`config.mk`:
```
export PLATFORM = sky130hd
export DESIGN_NAME = pet_char_pixel_gen_flat
export DESIGN_NICKNAME = d
export VERILOG_FILES = /design/src/rtl/pet_char_pixel_gen_pkg.sv /design/src/rtl/pet_char_pixel_gen_if.sv /design/src/rtl/pet_char_pixel_gen_sync_delay.sv /design/src/rtl/pet_char_pixel_gen.sv /design/src/flat_wrapper.sv
export SDC_FILE = /design/constraint.sdc
export NUM_CORES = 1
export LEC_CHECK = 0
export ABC_AREA = 1
export BUFFER_PORTS_ARGS = -buffer_cell sky130_fd_sc_hd__clkbuf_2
export CORE_UTILIZATION = 50
export DETAILED_ROUTE_END_ITERATION = 10
export PLACE_DENSITY = 0.89
export SLEW_MARGIN = 20
export SYNTH_ARGS = -nofsm -noshare
export SYNTH_HDL_FRONTEND = slang
export SYNTH_HIERARCHICAL = 1
export SYNTH_SLANG_ARGS = --single-unit
```
`constraint.sdc`:
```
create_clock -name clk -period 1.3 [get_ports clk]
set_input_delay 0.065 -clock clk [delete_from_list [all_inputs] [get_ports clk]]
set_output_delay 0.065 -clock clk [all_outputs]
set_load 0.01 [all_outputs]
```
`src/rtl/pet_char_pixel_gen_pkg.sv`:
```
`default_nettype none
// =============================================================================
// Package    : pet_video_pkg
// Description: Shared constants, the sync/blank bundle type and the glyph-row
//              load function for the PET character video path.
// Revision   : 1.0 - initial release
// =============================================================================
package pet_video_pkg;

    localparam int PIPE_DEPTH = 2;
    localparam int GLYPH_W    = 8;
    localparam int GLYPH_ROWS = 8;
    localparam int ROW_W      = $clog2(GLYPH_ROWS);
    localparam int CODE_W     = 7;
    localparam int MA_W       = 10;
    localparam int RA_W       = 5;

    typedef struct packed {
        logic hblank;
        logic vblank;
        logic hsync;
        logic vsync;
        logic de;
    } sync_bus_t;

    // A hidden character (border or blanked line) is black and is never inverted.
    function automatic logic [GLYPH_W-1:0] glyph_row(
        input logic [GLYPH_W-1:0] rom,
        input logic               inv,
        input logic               show
    );
        return show ? (rom ^ {GLYPH_W{inv}}) : '0;
    endfunction

endpackage
`default_nettype wire

```
`src/rtl/pet_char_pixel_gen_if.sv`:
```
`default_nettype none
// =============================================================================
// Interface  : pet_char_pixel_gen_if
// Description: CRTC-compatible character video stream (source -> pixel gen).
// Revision   : 1.0 - initial release
// =============================================================================
interface pet_char_pixel_gen_if;

    logic                          vid_de;
    logic [pet_video_pkg::MA_W-1:0] vid_ma;
    logic [pet_video_pkg::RA_W-1:0] vid_ra;
    logic                          vid_hblank;
    logic                          vid_vblank;
    logic                          vid_hsync;
    logic                          vid_vsync;

    modport master (
        output vid_de, vid_ma, vid_ra, vid_hblank, vid_vblank, vid_hsync, vid_vsync
    );

    modport slave (
        input  vid_de, vid_ma, vid_ra, vid_hblank, vid_vblank, vid_hsync, vid_vsync
    );

endinterface
`default_nettype wire

```
`src/rtl/pet_char_pixel_gen_sync_delay.sv`:
```
`default_nettype none
// =============================================================================
// Module     : pet_sync_delay
// Description: ce-gated delay line for the sync/blank bundle; a value sampled
//              on tick t appears on q from tick t+DEPTH.
// Revision   : 1.0 - initial release
// =============================================================================
module pet_sync_delay
    import pet_video_pkg::*;
#(
    parameter int DEPTH = PIPE_DEPTH
) (
    input  wire       clk,
    input  wire       reset_n,
    input  wire       ce,
    input  sync_bus_t d,
    output sync_bus_t q
);

    sync_bus_t [DEPTH:0] r_stage;

    always_ff @(posedge clk or negedge reset_n) begin
        if (!reset_n) begin
            r_stage <= '0;
        end else if (ce) begin
            r_stage <= {r_stage[DEPTH-1:0], d};
        end
    end

    assign q = r_stage[DEPTH];

endmodule
`default_nettype wire

```
`src/rtl/pet_char_pixel_gen.sv`:
```
`default_nettype none
// =============================================================================
// Module     : pet_char_pixel_gen
// Description: Screen-code fetch, char ROM lookup, reverse video and 8-pixel
//              shifter with matching sync/blank delay.
//              Option macro PET_SCREEN_INVERT_EN adds input invert_screen.
// Revision   : 1.0 - initial release
// =============================================================================
module pet_char_pixel_gen
    import pet_video_pkg::*;
#(
    parameter int VRAM_AW = 10,
    parameter int CROM_AW = 11
) (
    input  wire                  clk,
    input  wire                  reset_n,
    input  wire                  ce_1m,
    input  wire                  ce_8m,
    pet_char_pixel_gen_if.slave  vid,
    input  wire                  video_blank,
    input  wire                  video_gfx,
`ifdef PET_SCREEN_INVERT_EN
    input  wire                  invert_screen,
`endif
    output logic [VRAM_AW-1:0]   vram_addr,
    input  wire  [7:0]           vram_data,
    output logic [CROM_AW-1:0]   crom_addr,
    input  wire  [GLYPH_W-1:0]   crom_data,
    output logic                 pix,
    output logic                 pix_hblank,
    output logic                 pix_vblank,
    output logic                 pix_hsync,
    output logic                 pix_vsync,
    output logic                 pix_de
);

    logic [VRAM_AW-1:0] w_ma;
    logic [CROM_AW-1:0] w_crom_next;
    logic [GLYPH_W-1:0] w_load;
    logic               w_unused_ra;
    sync_bus_t          w_sync_in;
    sync_bus_t          w_sync_out;

    logic [ROW_W-1:0]   r_ra0;
    logic               r_de0;
    logic               r_de1;
    logic               r_inv1;
    logic [GLYPH_W-1:0] r_shreg;

    generate
        if (VRAM_AW <= MA_W) begin : g_ma_trunc
            assign w_ma = vid.vid_ma[VRAM_AW-1:0];
        end else begin : g_ma_ext
            assign w_ma = {{(VRAM_AW-MA_W){1'b0}}, vid.vid_ma};
        end
    endgenerate

    // Only eight glyph rows exist; the upper row-address bits are dropped.
    assign w_unused_ra = ^vid.vid_ra[RA_W-1:ROW_W];

    assign w_crom_next = {video_gfx, vram_data[CODE_W-1:0], r_ra0};

    // S0 issues the RAM read, S1 the ROM read; both hold between ticks.
    always_ff @(posedge clk or negedge reset_n) begin
        if (!reset_n) begin
            vram_addr <= '0;
            r_ra0     <= '0;
            r_de0     <= 1'b0;
            crom_addr <= '0;
            r_inv1    <= 1'b0;
            r_de1     <= 1'b0;
        end else if (ce_1m) begin
            vram_addr <= w_ma;
            r_ra0     <= vid.vid_ra[ROW_W-1:0];
            r_de0     <= vid.vid_de;
            crom_addr <= w_crom_next;
            r_inv1    <= vram_data[7];
            r_de1     <= r_de0;
        end
    end

`ifdef PET_SCREEN_INVERT_EN
    assign w_load = glyph_row(crom_data, r_inv1, r_de1 && !video_blank)
                  ^ {GLYPH_W{invert_screen}};
`else
    assign w_load = glyph_row(crom_data, r_inv1, r_de1 && !video_blank);
`endif

    // A character-boundary load takes priority over the coincident shift.
    always_ff @(posedge clk or negedge reset_n) begin
        if (!reset_n) begin
            r_shreg <= '0;
        end else if (ce_1m) begin
            r_shreg <= w_load;
        end else if (ce_8m) begin
            r_shreg <= {r_shreg[GLYPH_W-2:0], 1'b0};
        end
    end

    assign pix = r_shreg[GLYPH_W-1];

    assign w_sync_in = '{hblank: vid.vid_hblank,
                         vblank: vid.vid_vblank,
                         hsync:  vid.vid_hsync,
                         vsync:  vid.vid_vsync,
                         de:     vid.vid_de};

    pet_sync_delay #(
        .DEPTH (PIPE_DEPTH)
    ) u_sync_delay (
        .clk     (clk),
        .reset_n (reset_n),
        .ce      (ce_1m),
        .d       (w_sync_in),
        .q       (w_sync_out)
    );

    assign pix_hblank = w_sync_out.hblank;
    assign pix_vblank = w_sync_out.vblank;
    assign pix_hsync  = w_sync_out.hsync;
    assign pix_vsync  = w_sync_out.vsync;
    assign pix_de     = w_sync_out.de;

endmodule
`default_nettype wire

```
`src/flat_wrapper.sv`:
```
// flat-port wrapper written by rule: the top's interface ports become plain ports
module pet_char_pixel_gen_flat import pet_video_pkg::*;
#(
    parameter int VRAM_AW = 10,
    parameter int CROM_AW = 11
)
  (clk, reset_n, ce_1m, ce_8m, video_blank, video_gfx, vram_addr, vram_data, crom_addr, crom_data, pix, pix_hblank, pix_vblank, pix_hsync, pix_vsync, pix_de, vid_vid_de, vid_vid_ma, vid_vid_ra, vid_vid_hblank, vid_vid_vblank, vid_vid_hsync, vid_vid_vsync);
  pet_char_pixel_gen_if vid_i ();
  input  wire clk;
  input  wire reset_n;
  input  wire ce_1m;
  input  wire ce_8m;
  input  wire video_blank;
  input  wire video_gfx;
  output logic [VRAM_AW-1:0] vram_addr;
  input  wire  [7:0] vram_data;
  output logic [CROM_AW-1:0] crom_addr;
  input  wire  [GLYPH_W-1:0] crom_data;
  output logic pix;
  output logic pix_hblank;
  output logic pix_vblank;
  output logic pix_hsync;
  output logic pix_vsync;
  output logic pix_de;
  input wire logic [$bits(vid_i.vid_de)-1:0] vid_vid_de;
  input wire logic [$bits(vid_i.vid_ma)-1:0] vid_vid_ma;
  input wire logic [$bits(vid_i.vid_ra)-1:0] vid_vid_ra;
  input wire logic [$bits(vid_i.vid_hblank)-1:0] vid_vid_hblank;
  input wire logic [$bits(vid_i.vid_vblank)-1:0] vid_vid_vblank;
  input wire logic [$bits(vid_i.vid_hsync)-1:0] vid_vid_hsync;
  input wire logic [$bits(vid_i.vid_vsync)-1:0] vid_vid_vsync;
  assign vid_i.vid_de = vid_vid_de;
  assign vid_i.vid_ma = vid_vid_ma;
  assign vid_i.vid_ra = vid_vid_ra;
  assign vid_i.vid_hblank = vid_vid_hblank;
  assign vid_i.vid_vblank = vid_vid_vblank;
  assign vid_i.vid_hsync = vid_vid_hsync;
  assign vid_i.vid_vsync = vid_vid_vsync;
  pet_char_pixel_gen #(.VRAM_AW(VRAM_AW), .CROM_AW(CROM_AW)) u_core (.clk(clk), .reset_n(reset_n), .ce_1m(ce_1m), .ce_8m(ce_8m), .vid(vid_i), .video_blank(video_blank), .video_gfx(video_gfx), .vram_addr(vram_addr), .vram_data(vram_data), .crom_addr(crom_addr), .crom_data(crom_data), .pix(pix), .pix_hblank(pix_hblank), .pix_vblank(pix_vblank), .pix_hsync(pix_hsync), .pix_vsync(pix_vsync), .pix_de(pix_de));
endmodule
```
# ---- Yosys cells after proc, flatten, opt, wreduce, memory -nomap -nowiden
# Index checks and enable logic that the tools add are counted.
dict set report op_classes {
  n_addsub 0
  multipliers 0
  n_div 0
  order_cmp 0
  n_eq_ne 0
  n_shift 0
  mux 3
  n_bitwise 1
  reduce_logical 3
}
# operator n
set op_table {}
lappend op_table {{8-bit 2-to-1 mux} 3}
lappend op_table {{8-bit bitwise XOR} 1}
lappend op_table {{2-bit nonzero test} 1}
lappend op_table {{1-bit logical AND} 1}
lappend op_table {{1-bit logical NOT} 1}
dict set report totals {
  register_bits 48
  latch_bits 0
  ramBits 0
  rom_bits 0
  in_bits 42
  out_inout_bits 27
  wordCells 27
  mem_count 0
}

# ---- Logic depth before layout (Yosys ltp)
# Gate-level depths: netlist of run 1.
dict set report depth {
  word_depth 4
  depth_mapped 6
  depth_no_buf 5
}

# ---- Modules after synthesis
# The synthesis of run 1 kept the hierarchy.
# mod n_inst cells_each area_each_um2 seq_area_each_um2
set modules_own_cells {}
lappend modules_own_cells {pet_char_pixel_gen 1 185 1492.7 875.8}
lappend modules_own_cells {pet_sync_delay 1 69 658.1 375.4}

# ---- Worst setup path before layout of run 1
# No wires, ideal clock.
dict set report synth_timing {
  path_type {flip-flop to flip-flop}
  from {register u_core.r_inv1}
  to {register u_core.r_shreg[5]}
  setup_time_ns 0.073
  arrival_ns 0.863
  required_time_ns 1.227
  setup_slack_ns 0.364
  path_stages_with_launch 7
  n_path_buf 1
  period_less_slack_ns 0.936
  path_cell_list {dfrtp_1 -> buf_6 -> nand2_1 -> inv_1 -> nor2_1 -> nand2_1 -> a21oi_2}
}
dict set report synth_via {
  elab_chain_cells 3
}
# element line
set synth_rtl {}
lappend synth_rtl {{start: declaration} pet_char_pixel_gen.sv:47} ;# logic r_inv1;
lappend synth_rtl {{start signal: assignment} pet_char_pixel_gen.sv:77} ;# r_inv1 <= vram_data[7];
lappend synth_rtl {{8-bit bitwise XOR} pet_char_pixel_gen_pkg.sv:32} ;# return show ? (rom ^ {GLYPH_W{inv}}) : '0;
lappend synth_rtl {{8-bit 2-to-1 mux} pet_char_pixel_gen_pkg.sv:32}
lappend synth_rtl {{8-bit 2-to-1 mux} pet_char_pixel_gen.sv:93} ;# end else if (ce_1m) begin
lappend synth_rtl {{end signal: assignment} pet_char_pixel_gen.sv:94} ;# r_shreg <= w_load;
lappend synth_rtl {{end signal: assignment} pet_char_pixel_gen.sv:96} ;# r_shreg <= {r_shreg[GLYPH_W-2:0], 1'b0};
lappend synth_rtl {{end: declaration} pet_char_pixel_gen.sv:48} ;# logic [GLYPH_W-1:0] r_shreg;
# No other way between the ends.
# A chain may end at the register's enable or synchronous reset.

# ---- Worst setup path in the final report of run 1
dict set report layout_timing {
  from {register u_core.r_inv1}
  to {register u_core.r_shreg[6]}
}
# Same word-level chain as after synthesis.

==> out/results.tsv, run 1 <==
stage	metric	value	unit
run_status	status	complete, no violations	
timing	finalHoldViolations	0	
clock_network	cts_made_buffers	5	
synthesis	synth.net_count	296	
drt	vias	1805	
die	rows	23	
timing	tns	0	ns
synthesis	yosys_warnings	6	
placed_design	gp_congestion	0.7818	
die	die_w	67.59	µm
power_and_ir_drop	ir_drop	975.7	µV
global_routing	grt_pass1_wl	7.334	mm
die	start_util	53.01	%
global_routing	grt.total_usage	21.77	%
finish	seq_area	1251	µm²
die	die_area	4568	µm²
synthesis	synthMostInstantiatedCell	nand2_1	
worst_setup_path	r2r_cells	5	
timing	post-route-min-period	1.080	ns
clock_network	clockBufferDepth	2	
global_routing	grt_pass1_vias	1706	
flow_run	drv_cap	0	
synthesis	postSynthCellCount	254	
clock_network	cts.reportedPaths.clkPinSlew	0.09	ns
synthesis	synth-compound-area-share	5.294	%
timing	rsz0062_at_grt	no	
drt	wl_per_cell	11.05	µm
synthesis	syn_area_per_cell	8.468	µm²
placed_design	portBuffers	66	
power_and_ir_drop	power.leakage	1.605	nW
placed_design	dp_hpwl	2.651	mm
synthesis	syn_area	2151	µm²
hold_path	min_path_type	input port to flop	
drt	ant_nets	0	
die	coreArea	4058	µm²
synthesis	synth-seq-cells	50	
synthesis	ys.flop_type	dfrtp_1	
synthesis	synth_xor_area_share	0.4072	%
finish	fillers	322	
clock_network	clock_latency	0.29	ns
synthesis	synth-adder-area-share	0	%
synthesis	yosys.area.top_type	dfrtp_1	
synthesis	yosysSeqAreaShare	58.17	%
timing	slew_headroom	71.62	%
synthesis	yosys-top-cells-count	nand2_1, dfrtp_1, nor2_1	
hold_path	min_path_cells	4	
drt	drt-total-wl	4.374	mm
timing	worst_pin_slew	0.4257	ns
die	io_pins	69	
power_and_ir_drop	powerDensity	1189	nW/µm²
global_routing	grt-ovfl-total	0	
synthesis	synth_top_family_by_area	simple AND/OR/NAND/NOR gates	
timing	setup_viol	0	
timing	fin_crit_sh	83.08	%
drt	drt_iter0_markers	120	
clock_network	cts_root_buffer	clkbuf_8	
placed_design	dp_slack	0.2412	ns
finish	final_core_util	70.68	%
clock_network	htree_levels	2	
timing	slew_violations	0	
synthesis	synthArstFlopShare	100.0	%
drt	drc	0	
synthesis	muxShareOfSynthArea	0	%
worst_setup_path	crit_arrival	1.26	ns
worst_setup_path	required	1.48	ns
clock_network	clock-sinks	50	
worst_setup_path	end_kind	flop	
clock_network	cts_tree	yes	
finish	syn2layout_area_growth	33.33	%
clock_network	cts_resized	0	
timing	fin_ws	0.2200	ns
synthesis	synth_area_leaders	dfrtp_1, nand2_1, o21ai_0	
finish	diodes	0	
worst_setup_path	critPathKind	flop to flop	
synthesis	synth-simple-area-share	27.69	%
synthesis	synth_top_area_share	58.17	%
finish	drive_gt1_share	26.59	%
synthesis	synth-edff-count	0	
worst_setup_path	path_max_fanout	15	
drt	drt-pass1-iter-count	4	
global_routing	grt_max_degree	51	
timing	skew	0.006690	ns
synthesis	synthDistinctLibCells	17	
worst_setup_path	critPathLaunchType	flop	
global_routing	antenna_found_initial	0	
timing	fmax	925.9	MHz
die	dieHeight	67.59	µm
drt	viasPerCell	4.558	
clock_network	post_cts_buffers	0	
finish	finalNetCount	387	
finish	multi_input_area	718.2	µm²
-- layer usage --
metal	track usage, %	vias to the layer above	share of wire (%)
li1	-	941	-
met1	25.41	810	42
met5	0	-	0
met2	39.48	54	53
met3	5.236	0	4.8
met4	5.585	0	0
-- per-stage QoR --
step	area, µm²	hold slack [ns]	power [W]	std cells
finish	2868	0.06846	0.003410	396
global route	2868	0.08585	0.003612	396
CTS	2868	0.06058	0.003450	396
detailed placement	2474	0.07929	0.002307	360
global placement	2474	0.06905	0.002287	360
floorplan	2151	-0.2306	0.002118	254
-- kinds of logic (layout without fill, tap and decap cells) --
| group | after synthesis | in the layout |
|---|---|---|
| simple gates | 151 | 151 |
| flops | 50 | 50 |
| buf+inv | 30 | 122 |
| compound gates | 22 | 22 |
| xor+xnor | 1 | 1 |
-- state kept, by name, summed over array words and instances (netlist names) --
signal / cells
u_core/vram_addr: 10
u_core/r_de1: 1
u_core/r_inv1: 1
u_core/r_de0: 1
u_core/r_shreg: 8
u_core/r_ra0: 3
u_core/u_sync_delay/q: 5
u_core/crom_addr: 11
u_core/u_sync_delay/r_stage: 10
-- placed cells by master (no fill, tap or decap) --
cell type	netlist	routed
dfrtp_1	50	50
a21oi_1	6	6
clkbuf_2	0	66
bufinv_16	0	1
dlygate4sd3_1	0	28
inv_6	1	1
inv_1	14	14
clkinvlp_4	0	2
buf_12	1	1
nand2_1	120	120
a21oi_2	1	1
nand3_1	1	1
xnor2_1	1	1
nor2_2	1	1
clkbuf_8	0	5
buf_4	5	4
nand2_2	10	10
o21ai_0	15	15
nor2_1	19	19
-- layout make-up --
cell class,count,share of cell area [%]
Timing Repair Buffer,99,23.04
Multi-Input combinational cell,174,25.04
Sequential cell,50,43.63
Inverter,15,2.138
Clock buffer,5,2.400
Clock inverter,3,1.571
Tap cell,50,2.182
-- critical path, cell delays in order (launching register included) --
cell	delay (ns)
dfrtp_1	0.61
inv_1	0.10
nand2_1	0.08
nand2_1	0.06
nand2_1	0.06
a21oi_1	0.06
-- timing repair --
item,in CTS,in global routing
hold buffers,28,0
endpoints found under the setup margin,0,0
endpoints found under the hold margin,78,0
-- power breakdown --
group / switching [W] / internal, W
Sequential: 0.0000916 / 0.00170
Combinational: 0.000290 / 0.000258
Clock: 0.000494 / 0.000572
-- worst paths after layout --
check / slack [ns] / endpoint / from
max in group asynchronous: 0.79 / u_core/vram_addr[4] / reset_n
min in group asynchronous: 0.28 / u_core/u_sync_delay/q[4] / reset_n
worst min-delay path: 0.07 / u_core/r_shreg[2] / video_blank
worst max register to register: 0.22 / u_core/r_shreg[6] / u_core/r_inv1
worst min register to register: 0.48 / u_core/u_sync_delay/q[0] / u_core/u_sync_delay/q[0]
worst max-delay path: 0.22 / u_core/r_shreg[6] / u_core/r_inv1
Note: power is estimated with default switching activity, not from simulation.
==> run 2: changes to the inputs <==
==> constraint.sdc (replaced) <==
create_clock -name clk -period 1.05 [get_ports clk]
set_input_delay 0.0525 -clock clk [delete_from_list [all_inputs] [get_ports clk]]
set_output_delay 0.0525 -clock clk [all_outputs]
set_load 0.01 [all_outputs]
==> out/results.tsv, run 2 (same netlist as run 1, synthesis figures left out) <==
stage	metric	value	unit	change
global_routing	grt-ovfl-total	0		unchanged
hold_path	min_path_cells	3		-1
timing	hold_ws	0.01109	ns	-0.05737 ns
timing	fin_ws	0.01769	ns	-0.2023 ns
timing	slew_violations	0		unchanged
clock_network	clockBufferDepth	2		unchanged
drt	drt-total-wl	5.069	mm	+16%
finish	top_register	u_core/crom_addr		
global_routing	grt_pass1_wl	8.224	mm	+12%
placed_design	dp_cells	362		+0.56%
clock_network	cts_root_buffer	clkbuf_8		
worst_setup_path	r2r_cells	5		unchanged
finish	syn2layout_area_growth	34.96	%	
drt	vias	1919		+6.3%
die	die_area	4568	µm²	unchanged
power_and_ir_drop	ir_drop	996.7	µV	+2.2%
clock_network	clock-sinks	50		unchanged
finish	final_cells	399		+0.76%
run_status	status	complete, no violations		
worst_setup_path	required	1.24	ns	-0.24 ns
worst_setup_path	r2r_start	u_core/r_inv1		
global_routing	grt.total_usage	24.39	%	+2.6 points
global_routing	antenna_found_initial	0		unchanged
worst_setup_path	worstPathCellList	buf_2 > nor2_1 > nor2_2 > nand2_1 > a21oi_1		
power_and_ir_drop	power.leakage	1.627	nW	+1.4%
timing	setup_viol	0		unchanged
placed_design	dp_slack	-0.01787	ns	-0.2591 ns
clock_network	cts_made_buffers	5		unchanged
finish	largest_reg_flops	11		unchanged
clock_network	cts_tree	yes		
timing	rsz0062_at_grt	yes		
worst_setup_path	cpMaxStageDelayCell	dfrtp_2		
clock_network	cts.reportedPaths.clkPinSlew	0.09	ns	about the same
timing	worst_pin_slew	0.2905	ns	-0.1352 ns
worst_setup_path	critPathMaxStageDelay	0.42	ns	-0.19 ns
finish	reg.largest.list	u_core/crom_addr: 11 flops, u_core/u_sync_delay/r_stage: 10 flops, u_core/vram_addr: 10 flops		
timing	post-route-min-period	1.032	ns	-0.04769 ns
hold_path	min_path_type	input port to flop		
worst_setup_path	critPathKind	flop to flop		
finish	final_common_cell	nand2_1		
drt	viasPerCell	4.810		+5.5%
timing	slew_headroom	80.61	%	+9.0 points
timing	finalHoldViolations	0		unchanged
finish	fillers	328		+1.9%
power_and_ir_drop	total_power	0.004297	W	+26%
finish	diodes	0		unchanged
timing	tns	0	ns	unchanged
drt	drc	0		unchanged
placed_design	dp_hpwl	2.885	mm	+8.8%
worst_setup_path	worstSetupEndpoint	u_core/r_shreg[3]		
worst_setup_path	reg2reg_to	u_core/r_shreg[3]		
timing	fmax	968.7	MHz	+4.6%
flow_run	drv_cap	0		unchanged
die	dieHeight	67.59	µm	unchanged
drt	wl_per_cell	12.70	µm	+15%
die	rows	23		unchanged
worst_setup_path	r2r_slack	0.02	ns	-0.20 ns
die	io_pins	69		unchanged
die	coreArea	4058	µm²	unchanged
worst_setup_path	critPathLaunchType	flop		
worst_setup_path	crit_arrival	1.22	ns	-0.04 ns
clock_network	htree_levels	2		unchanged
finish	final_cell_mix	nand2_1, clkbuf_2, dfrtp_1		
timing	skew	0.009077	ns	+0.002387 ns
clock_network	clock_latency	0.30	ns	about the same
die	die_w	67.59	µm	unchanged
timing	fin_crit_sh	98.32	%	+15 points
placed_design	gp_congestion	0.8152		+4.3%
drt	drt_iter0_markers	132		+10%
global_routing	grt_max_degree	51		unchanged
die	start_util	53.01	%	unchanged
worst_setup_path	path_max_fanout	7		-8
drt	drt-pass1-iter-count	4		unchanged
placed_design	portBuffers	66		unchanged
worst_setup_path	end_kind	flop		
finish	finalNetCount	390		+0.78%
power_and_ir_drop	powerDensity	1480	nW/µm²	+24%
finish	drive_gt1_share	28.94	%	+2.4 points
global_routing	grt_pass1_vias	1850		+8.4%
worst_setup_path	critPathLaunch	u_core/r_inv1		
drt	ant_nets	0		unchanged
-- run 2: cell types whose count changed in the layout (fill, tap and decap cells not counted), sizes merged --
| cell | delta |
|---|---|
| dlygate4sd3 | -1 |
| buf | +4 |
| clkinv | +1 |
| inv | +1 |
| clkinvlp | -2 |
-- run 2: worst min path at each step --
| stage | startpoint | endpoint |
|---|---|---|
| after floorplan | reset_n | u_core/crom_addr[0] |
| after global placement | reset_n | u_core/u_sync_delay/q[4] |
| after detailed placement | reset_n | u_core/u_sync_delay/r_stage[7] |
| after CTS | vid_vid_ra[1] | u_core/r_ra0[1] |
| after global routing | vid_vid_ra[1] | u_core/r_ra0[1] |
| final | vid_vid_ra[1] | u_core/r_ra0[1] |
-- run 2: critical path: cells and delay by family (launching register included) --
family	cells	cell delay, ns
buf+inv	1	0.17
flops	1	0.42
simple gates	3	0.28
compound gates	1	0.06
-- run 2: metrics by stage --
step,utilization [%],instance area [µm²]
detailed placement,61.33,2489
global route,71.54,2903
floorplan,-,2151
finish,71.54,2903
global placement,61.33,2489
CTS,70.80,2873
-- run 2: layout make-up --
class | count | area, µm² | share of cell area, %
clock inverter | 3 | 43.79 | 1.509
tap | 50 | 62.56 | 2.155
timing repair buffer | 102 | 681.9 | 23.49
sequential | 50 | 1252 | 43.15
clock buffer | 5 | 68.82 | 2.371
multi-input combinational | 174 | 732.0 | 25.22
inverter | 15 | 61.31 | 2.112
-- run 2: power by group --
part           total (W)  leakage [nW]  switching [W]  internal [W]
sequential       0.00221         0.619       0.000104       0.00211
combinational   0.000739         0.949       0.000404      0.000335
clock            0.00134        0.0585       0.000630      0.000714
total            0.00430          1.63        0.00114       0.00316
-- run 2: per-layer routing --
metal	global-route usage [%]	wire (µm)	vias to the layer above	share of wire, %
li1	-	-	951	-
met5	0	0	-	0
met4	7.447	106	0	2.1
met1	30.41	2067	897	41
met3	6.926	282	12	5.6
met2	40.72	2613	59	52
-- run 2: repair_timing --
item                                    CTS  global route
endpoints found under the setup margin    6             8
buffers inserted                          0             2
pin swaps                                 0             3
resized for setup                         1             7
cloned                                    0             0
endpoints found under the hold margin    77             0
hold buffers                             27             0
==> run 3: changes to the inputs <==
--- a/config.mk
+++ b/config.mk
@@ -7,9 +7,9 @@
 export LEC_CHECK = 0
 export ABC_AREA = 1
 export BUFFER_PORTS_ARGS = -buffer_cell sky130_fd_sc_hd__clkbuf_2
-export CORE_UTILIZATION = 50
+export CORE_UTILIZATION = 35
 export DETAILED_ROUTE_END_ITERATION = 10
-export PLACE_DENSITY = 0.89
+export PLACE_DENSITY = 0.69
 export SLEW_MARGIN = 20
 export SYNTH_ARGS = -nofsm -noshare
 export SYNTH_HDL_FRONTEND = slang
==> out/results.tsv, run 3 (same netlist as run 1, synthesis figures left out) <==
stage	metric	value	unit	change
drt	drc	0		unchanged
clock_network	post_cts_buffers	0		unchanged
finish	diodes	0		unchanged
worst_setup_path	worstPathCellList	nand2_1 > inv_1 > nor2_1 > nand2_1 > a21oi_1		
worst_setup_path	critPathLaunchType	flop		
worst_setup_path	crit_buf_inv	1		unchanged
finish	top_register	u_core/crom_addr		
timing	worst_pin_slew	0.2655	ns	-0.02501 ns
timing	slew_violations	0		unchanged
hold_path	worstHoldStart	crom_data[0]		
worst_setup_path	cpMostUsedCell	nand2_1		
finish	drive_gt1_share	27.17	%	-1.8 points
die	die_area	6463	µm²	+41%
drt	vias	1849		-3.6%
die	rows	28		+22%
placed_design	place_area	2517	µm²	+1.2%
finish	final_common_cell	nand2_1		
finish	largest_reg_flops	11		unchanged
finish	final_core_util	48.99	%	-23 points
placed_design	portBuffers	66		unchanged
die	dieHeight	80.39	µm	+19%
drt	drt_iter0_markers	86		-35%
global_routing	grt_pass1_vias	1779		-3.8%
timing	rsz0062_at_grt	yes		
worst_setup_path	critPathTopFamily	flip-flops		
flow_run	drv_cap	0		unchanged
run_status	status	complete, no violations		
worst_setup_path	path_max_fanout	15		+8
clock_network	htree_levels	2		unchanged
placed_design	dp_hpwl	2.936	mm	+1.7%
global_routing	grt.total_usage	15.92	%	-8.5 points
finish	fillers	588		+79%
clock_network	cts_tree	yes		
finish	finalNetCount	387		-0.77%
timing	finalHoldViolations	0		unchanged
worst_setup_path	critPathMaxStageDelay	0.52	ns	+0.10 ns
global_routing	grt_max_degree	51		unchanged
power_and_ir_drop	ir_drop	654.0	µV	-34%
placed_design	dp_cells	385		+6.4%
finish	fin_area	2900	µm²	about the same
hold_path	min_path_type	input port to flop		
global_routing	grt_pass1_wl	7.679	mm	-6.6%
drt	viasPerCell	4.392		-8.7%
drt	wl_per_cell	11.19	µm	-12%
worst_setup_path	critPathLaunch	u_core/r_inv1		
die	coreArea	5921	µm²	+46%
timing	fmax	1027	MHz	+6.1%
worst_setup_path	cpMaxStageDelayCell	dfrtp_2		
clock_network	clock-sinks	50		unchanged
clock_network	cts_made_buffers	5		unchanged
timing	post-route-min-period	0.9734	ns	-0.05891 ns
global_routing	grt-ovfl-total	0		unchanged
placed_design	gp_congestion	0.7541		-7.5%
finish	final_cell_mix	nand2_1, clkbuf_2, dfrtp_1		
drt	drt-pass1-iter-count	4		unchanged
worst_setup_path	required	1.28	ns	+0.04 ns
drt	drt-total-wl	4.711	mm	-7.1%
die	io_pins	69		unchanged
finish	syn2layout_area_growth	34.85	%	about the same
drt	ant_nets	0		unchanged
power_and_ir_drop	power.leakage	1.607	nW	-1.2%
timing	setup_viol	0		unchanged
timing	slew_headroom	82.30	%	+1.7 points
clock_network	clockBufferDepth	2		unchanged
finish	final_cells	421		+5.5%
clock_network	clock_latency	0.30	ns	about the same
timing	fin_crit_sh	92.70	%	-5.6 points
clock_network	cts_root_buffer	clkbuf_8		
worst_setup_path	r2r_start	u_core/r_inv1		
die	start_util	36.33	%	-17 points
die	die_w	80.39	µm	+19%
timing	skew	0.002806	ns	-0.006271 ns
worst_setup_path	end_kind	flop		
global_routing	antenna_found_initial	0		unchanged
worst_setup_path	critPathKind	flop to flop		
clock_network	cts.reportedPaths.clkPinSlew	0.09	ns	about the same
worst_setup_path	crit_arrival	1.20	ns	-0.02 ns
power_and_ir_drop	powerDensity	1406	nW/µm²	-5.0%
finish	reg.largest.list	u_core/crom_addr: 11 flops, u_core/u_sync_delay/r_stage: 10 flops, u_core/vram_addr: 10 flops		
power_and_ir_drop	total_power	0.004078	W	-5.1%
==> run 3: cell types whose count changed in the layout (fill, tap and decap cells not counted), sizes merged <==
cell / previous run / this run
clkbuf: 71 / 73
bufinv: 1 / 0
dlygate4sd3: 27 / 28
inv: 16 / 15
buf: 9 / 5
==> run 3: metal layers <==
| metal | part of all wire [%] | GRT usage, % | vias to the layer above |
|---|---|---|---|
| met1 | 43 | 17.04 | 857 |
| met4 | 1.7 | 6.429 | 0 |
| met5 | 0 | 0 | - |
| met3 | 4.0 | 4.091 | 6 |
| li1 | - | - | 943 |
| met2 | 51 | 29.41 | 43 |
==> run 3: through the flow <==
step | setup TNS [ns] | setup WS, ns | hold WS (ns)
2_1_floorplan | 0 | 0.1141 | -0.2431
3_3_place_gp | 0 | 0.01390 | 0.06529
3_5_place_dp | -0.06955 | -0.05970 | 0.06837
4_1_cts | 0 | 0.06948 | 0.05436
5_1_grt | -0.005958 | -0.005958 | 0.04635
6_report | 0 | 0.07660 | 0.05762
==> run 3: timing repair <==
item	CTS	global route
endpoints found under the setup margin	8	1
hold endpoints to repair	78	0
hold buffers	28	0
pin swaps	0	0
gates resized for setup	3	2
cloned	0	0
==> run 3: final timing paths <==
kind                                       end  slack, ns  cells past startpoint
setup / recovery             u_core/r_shreg[3]       0.08                      5
hold / removal               u_core/r_shreg[0]       0.06                      3
setup reg to reg             u_core/r_shreg[3]       0.08                      5
hold reg to reg            u_core/vram_addr[9]       0.47                      2
max in group asynchronous        u_core/r_inv1       0.53                      3
min in group asynchronous  u_core/vram_addr[7]       0.29                      3
==> run 3: cell type report <==
cell class | instances | area (µm²) | share of cell area (%)
timing repair buffer | 99 | 673.1 | 23.21
multi-input combinational | 174 | 728.2 | 25.11
clock inverter | 1 | 5.005 | 0.1726
clock buffer | 7 | 86.33 | 2.977
tap | 75 | 93.84 | 3.236
inverter | 15 | 61.31 | 2.114
sequential | 50 | 1252 | 43.18
==> run 3: report_power, final <==
part / switching [W] / internal, W / total (W)
logic: 0.000368 / 0.000327 / 0.000695
clock network: 0.000624 / 0.000533 / 0.00116
registers: 0.000115 / 0.00211 / 0.00223
total: 0.00111 / 0.00297 / 0.00408
==> run 3: worst min-delay path, delay by kind of cell <==
family | cells | cell delay (ns)
AO/OA/AOI/OAI | 1 | 0.08
buffers and inverters | 1 | 0.08
XOR/XNOR | 1 | 0.11
